--- src/rtl/tlc_pkg.sv ---
// Shared types for the multi-approach traffic-light controller.
// Latency: n/a (types only).
// Backpressure: n/a.
package tlc_pkg;

  // Encoding is visible on phase_out, so values are fixed.
  typedef enum logic [1:0] {
    PH_ALLRED = 2'd0,
    PH_GREEN  = 2'd1,
    PH_YELLOW = 2'd2
  } phase_e;

  // One approach's lamp head; exactly one field is set at any time.
  typedef struct packed {
    logic red;
    logic yellow;
    logic green;
  } lamp_t;

endpackage

--- src/rtl/tlc_phase_timer.sv ---
// Loadable down-counter timing each lamp phase; zero flags the phase's last cycle.
// Latency: load takes effect on the next edge; zero is combinational from the count.
// Backpressure: none; holds at zero until reloaded.
// Ports: clk, clear_n (sync active-low), load/load_val (reload), zero (count == 0).
module tlc_phase_timer #(
  parameter int               CNT_W   = 8,
  parameter logic [CNT_W-1:0] RST_VAL = '0
) (
  input  logic             clk,
  input  logic             clear_n,
  input  logic             load,
  input  logic [CNT_W-1:0] load_val,
  output logic             zero
);

  logic [CNT_W-1:0] r_timer;

  always_ff @(posedge clk) begin
    if (!clear_n) begin
      r_timer <= RST_VAL;
    end else if (load) begin
      r_timer <= load_val;
    end else if (r_timer != '0) begin
      r_timer <= r_timer - CNT_W'(1);
    end
  end

  assign zero = (r_timer == '0);

endmodule

--- src/rtl/tlc_multiway.sv ---
// N-approach traffic-light sequencer: all-red -> green (demand-extended) -> yellow per approach.
// Latency: lamps decode from registered state only; demand acts at the edge ending a phase.
// Backpressure: none; free-running, demand only steers way choice and green extension.
// Ports: clk, clear_n (sync active-low), demand[N_WAYS]; RED/YELLOW/GREEN_out[N_WAYS],
//        phase_out (0=all-red, 1=green, 2=yellow), way_out (active approach).
module tlc_multiway
  import tlc_pkg::*;
#(
  parameter int N_WAYS        = 4,
  parameter int GREEN_CYCLES  = 8,
  parameter int YELLOW_CYCLES = 3,
  parameter int ALLRED_CYCLES = 2,
  parameter int MAX_EXT       = 4,
  parameter int CNT_W         = 8,
  localparam int WAY_W        = $clog2(N_WAYS)
) (
  input  logic              clk,
  input  logic              clear_n,
  input  logic [N_WAYS-1:0] demand,
  output logic [N_WAYS-1:0] RED_out,
  output logic [N_WAYS-1:0] YELLOW_out,
  output logic [N_WAYS-1:0] GREEN_out,
  output logic [1:0]        phase_out,
  output logic [WAY_W-1:0]  way_out
);

  phase_e             r_phase, w_phase_nxt;
  logic [WAY_W-1:0]   r_way, w_way_nxt;
  logic [CNT_W-1:0]   r_ext, w_ext_nxt;
  logic               w_zero;
  logic               w_load;
  logic [CNT_W-1:0]   w_load_val;
  lamp_t              w_lamp;

  // Next approach to serve: rotate demand so cur+1 sits at bit 0, take the
  // lowest set bit, rotate back. cur itself lands at the top bit, so it is
  // checked last. No demand leaves k=0, i.e. plain round-robin.
  function automatic logic [WAY_W-1:0] f_next_way(input logic [N_WAYS-1:0] dem,
                                                  input logic [WAY_W-1:0]  cur);
    logic [2*N_WAYS-1:0] dbl;
    logic [N_WAYS-1:0]   rot;
    int                  base;
    int                  k;
    base = (int'(cur) + 1) % N_WAYS;
    dbl  = {dem, dem} >> base;
    rot  = dbl[N_WAYS-1:0];
    k    = 0;
    for (int i = N_WAYS - 1; i >= 0; i--) begin
      if (rot[i]) k = i;
    end
    return WAY_W'((base + k) % N_WAYS);
  endfunction

  tlc_phase_timer #(
    .CNT_W   (CNT_W),
    .RST_VAL (CNT_W'(ALLRED_CYCLES - 1))
  ) u_timer (
    .clk      (clk),
    .clear_n  (clear_n),
    .load     (w_load),
    .load_val (w_load_val),
    .zero     (w_zero)
  );

  always_ff @(posedge clk) begin
    if (!clear_n) begin
      r_phase <= PH_ALLRED;
      r_way   <= WAY_W'(N_WAYS - 1);
      r_ext   <= '0;
    end else begin
      r_phase <= w_phase_nxt;
      r_way   <= w_way_nxt;
      r_ext   <= w_ext_nxt;
    end
  end

  always_comb begin
    w_phase_nxt = r_phase;
    w_way_nxt   = r_way;
    w_ext_nxt   = r_ext;
    w_load      = 1'b0;
    w_load_val  = '0;
    if (w_zero) begin
      case (r_phase)
        PH_ALLRED: begin
          w_phase_nxt = PH_GREEN;
          w_way_nxt   = f_next_way(demand, r_way);
          w_ext_nxt   = '0;
          w_load      = 1'b1;
          w_load_val  = CNT_W'(GREEN_CYCLES - 1);
        end
        PH_GREEN: begin
          // Extension leaves the timer parked at zero so the same
          // decision is re-evaluated on each extra cycle.
          if (demand[r_way] && (r_ext < CNT_W'(MAX_EXT))) begin
            w_ext_nxt = r_ext + CNT_W'(1);
          end else begin
            w_phase_nxt = PH_YELLOW;
            w_load      = 1'b1;
            w_load_val  = CNT_W'(YELLOW_CYCLES - 1);
          end
        end
        default: begin
          // Yellow, and recovery from the unused encoding.
          w_phase_nxt = PH_ALLRED;
          w_load      = 1'b1;
          w_load_val  = CNT_W'(ALLRED_CYCLES - 1);
        end
      endcase
    end
  end

  always_comb begin
    RED_out    = '0;
    YELLOW_out = '0;
    GREEN_out  = '0;
    w_lamp     = '{red: 1'b1, yellow: 1'b0, green: 1'b0};
    for (int i = 0; i < N_WAYS; i++) begin
      w_lamp = '{red: 1'b1, yellow: 1'b0, green: 1'b0};
      if (WAY_W'(i) == r_way) begin
        if (r_phase == PH_GREEN)  w_lamp = '{red: 1'b0, yellow: 1'b0, green: 1'b1};
        if (r_phase == PH_YELLOW) w_lamp = '{red: 1'b0, yellow: 1'b1, green: 1'b0};
      end
      RED_out[i]    = w_lamp.red;
      YELLOW_out[i] = w_lamp.yellow;
      GREEN_out[i]  = w_lamp.green;
    end
  end

  assign phase_out = r_phase;
  assign way_out   = r_way;

endmodule
--- config.mk ---
export PLATFORM = sky130hd
export DESIGN_NAME = tlc_multiway
export DESIGN_NICKNAME = d
export VERILOG_FILES = /design/src/rtl/tlc_pkg.sv /design/src/rtl/tlc_phase_timer.sv /design/src/rtl/tlc_multiway.sv
export SDC_FILE = /design/constraint.sdc
export NUM_CORES = 1
export LEC_CHECK = 0
export CORE_AREA = 2 2 64 66
export CTS_CLUSTER_DIAMETER = 150
export DETAILED_ROUTE_END_ITERATION = 7
export DIE_AREA = 0 0 66 68
export GPL_TIMING_DRIVEN = 0
export MAX_ROUTING_LAYER = met4
export SYNTH_ARGS = -nofsm -noshare
export SYNTH_HDL_FRONTEND = slang
export SYNTH_SLANG_ARGS = --single-unit
--- constraint.sdc ---
create_clock -name clk -period 2.1 [get_ports clk]
set_clock_uncertainty 0.05 [all_clocks]
set_input_delay 0.21 -clock clk [delete_from_list [all_inputs] [get_ports clk]]
set_output_delay 0.21 -clock clk [all_outputs]
set_load 0.05 [all_outputs]
==> flow_metrics.env <==
export IMPL_status="finished, final reports clean"
export IMPL_async_reset_ff_share_pct=0
export IMPL_vias=1206
export IMPL_cts_made_buffers=3
export IMPL_powerDensity_mw_per_mm2=1380
export IMPL_pre_cts_ws_ns=-0.349
export IMPL_clk_path_buf_depth=2
export IMPL_utilization_pct=43.1
export IMPL_clkPwrFrac_pct=14.6
export IMPL_p_total_w=0.00229
export IMPL_reg2regPathDepth=9
export IMPL_crit_arrival_ns=2.20
export IMPL_start_util_pct=33.0
export IMPL_min_period_ns=2.09
export IMPL_core_region_area_mm2=0.00386
export IMPL_worst_slack_ns=0.00698
export IMPL_clk_latency_ns=0.26
export IMPL_synth_area_per_cell_um2=8.42
export IMPL_cts_hold_buf=0
export IMPL_hold_viol=0
export IMPL_rows=23
export IMPL_synth_area_mm2=0.00127
export IMPL_ir_drop_mv=0.527
export IMPL_combinationalPowerShare_pct=59.4
export IMPL_synth_warnings=0
export IMPL_grt_overflow=0
export IMPL_fillers=407
export IMPL_dpl_cell_area_mm2=0.00156
export IMPL_grt_max_degree=13
export IMPL_htreeDepth=1
export IMPL_nets=196
export IMPL_setup_viol=0
export IMPL_via_per_inst=5.27
export IMPL_hold_path_class="input pin to register"
export IMPL_max_freq_mhz=478
export IMPL_stdcell_area_mm2=0.00166
export IMPL_detailed_place_hpwl_mm=2.33
export IMPL_ys_ff_latch=20
export IMPL_syn_inst=151
export IMPL_clkTransAtPathRegs_ns=0.07
export IMPL_synth_seq_area_share_pct=31.5
export IMPL_route_detailed_drc=0
export IMPL_whs_ns=0.243
export IMPL_relSlewSlack_pct=66.5
export IMPL_rsz0062_at_grt="yes"
export IMPL_p_seq_share_pct=26.0
export IMPL_die_w_um=66
export IMPL_leakage_nw=0.639
export IMPL_slew_violations=0
export IMPL_worst_pin_slew_ns=0.501
export IMPL_layout_drive_gt1_share_pct=17.9
export IMPL_r2r_setup_slack_ns=0.007
export IMPL_crit_path_end="way_out[1]"
export IMPL_critPathMaxFanout=5
export IMPL_wl_mm=3.06
export IMPL_critPathLaunchType="register"
export IMPL_synth_edf_count=0
export IMPL_routabilityCongestion=0.763
export IMPL_layout_commonest_cell="dfxtp_1"
export IMPL_mostFrequentLayoutCells="dfxtp_1 (18), nor2_1 (15), nand2_1 (14)"
export IMPL_cts_sinks=20
export IMPL_synth_largest_area_cell="dfxtp_1"
export IMPL_cp_startpoint="way_out[0]"
export IMPL_p_sw_w=0.00107
export IMPL_drtIter0Drc=43
export IMPL_synth_top_area_share_pct=31.5
export IMPL_dr_pass1_iters=4
export IMPL_p_sw_share_pct=46.7
export IMPL_io_buffers=20
export IMPL_r2r_end="way_out[1]"
export IMPL_antenna_found_initial=0
export IMPL_die_y_um=68
export IMPL_grt_usage_pct=15.5
export IMPL_wl_per_cell_um=13.3
export IMPL_synth_flop_cell="dfxtp_1"
export IMPL_cts_root_buffer="clkbuf_8"
export IMPL_ys_top_cells_by_area="dfxtp_1 (31%), ha_1 (9.8%), and2_1 (4.9%), nand2_1 (4.4%), nor2_1 (4.4%)"
export IMPL_criticalPathCategory="register to register"
export IMPL_cts_tree="built"
export IMPL_min_period_over_period_pct=99.7
export IMPL_required_ns=2.21
export IMPL_pin_count=22
export IMPL_synth_nets=167
export IMPL_grt_pass1_vias=1229
export IMPL_netlist_cell_type_count=40
export IMPL_final_antenna_net_count=0
export IMPL_die_area_mm2=0.00449
export IMPL_maxCapViolCount=0
export IMPL_r2r_start="way_out[0]"
export IMPL_p_int_w=0.00122
export IMPL_crit_path_end_kind="register"
export IMPL_area_delta_synth_final_pct=30.8
export IMPL_diodes=0
export IMPL_grt_pass1_wl_mm=5.28
-- synthesized netlist by cell type (3+ instances only) --
library cell  count
inv_1             8
and2_1           10
nor3_1            6
o21ai_0           3
nand3_1           5
o2111ai_1         3
nand2_1          15
clkbuf_1          3
dfxtp_1          20
o21a_1            3
o211ai_1          5
ha_1             10
a21oi_1          11
nor2_1           15
a31oi_1           3
nor2b_1           3
-- registers in the layout (all words and copies together) (netlist names) --
| register | cells |
|---|---|
| phase_out | 2 |
| u_timer.r_timer | 8 |
| way_out | 2 |
| r_ext | 8 |
-- critical path: stages, from the launching register on --
cell	delay, ns
dfxtp_4	0.39
clkinvlp_4	0.15
ha_4	0.31
o2111ai_2	0.14
ha_2	0.21
xor2_1	0.15
nor2_1	0.11
nand2_1	0.06
or3_1	0.31
o221a_2	0.12
-- repair_timing --
action | CTS | global route
setup buffers | 6 | 0
cloned | 0 | 0
endpoints found under the setup margin | 12 | 6
gates resized for setup | 26 | 3
pin swaps | 1 | 4
-- metal layers --
layer | part of all wire (%) | wire (um) | vias up | GRT usage [%]
met2 | 54 | 1650 | 13 | 29.5
li1 | - | - | 602 | -
met1 | 42 | 1290 | 587 | 16.6
met5 | 0 | 0 | - | -
met4 | 1.8 | 55 | 0 | 6.38
met3 | 2.0 | 61 | 4 | 1.48
-- cell families after synthesis --
logic type	after synthesis	share of synthesized area (%)
buf+inv	14	4.92
compound gates	36	21.0
flops	20	31.5
simple gates	67	28.8
fa+ha+maj	10	9.84
xor+xnor	2	1.38
mux	2	2.56
-- power by group through the flow --
stage,Clock [W],Combinational (W),Sequential (W)
2_1_floorplan,0,0.000910,0.000669
3_3_place_gp,0,0.00129,0.000590
3_5_place_dp,0,0.00132,0.000599
4_1_cts,0.000345,0.00140,0.000582
5_1_grt,0.000370,0.00150,0.000611
6_report,0.000335,0.00136,0.000596
-- per-stage QoR --
step,cells,TNS (ns)
after floorplan,151,-0.104
after global placement,221,-0.433
after detailed placement,221,-0.748
after CTS,231,-0.0229
after global routing,229,-0.0941
final,229,0
-- how the worst min path moves through the flow --
stage	cells past startpoint	endpoint	slack, ns	startpoint
floorplan	1	u_timer.r_timer[0]	0.40	u_timer.r_timer[0]
global placement	1	r_ext[6]	0.43	r_ext[6]
detailed placement	2	r_ext[7]	0.43	r_ext[7]
CTS	2	way_out[0]	0.23	clear_n
global route	2	way_out[0]	0.25	clear_n
finish	2	way_out[0]	0.24	clear_n
-- area by class of cell --
class | instances | area, um^2 | area share, %
Multi-Input combinational cell | 117 | 835 | 50.2
Tap cell | 50 | 62.6 | 3.76
Inverter | 8 | 33.8 | 2.03
Clock buffer | 4 | 66.3 | 3.99
Buffer | 4 | 17.5 | 1.05
Sequential cell | 20 | 405 | 24.4
Timing Repair Buffer | 26 | 243 | 14.6
(Power assumes the default switching activity.)
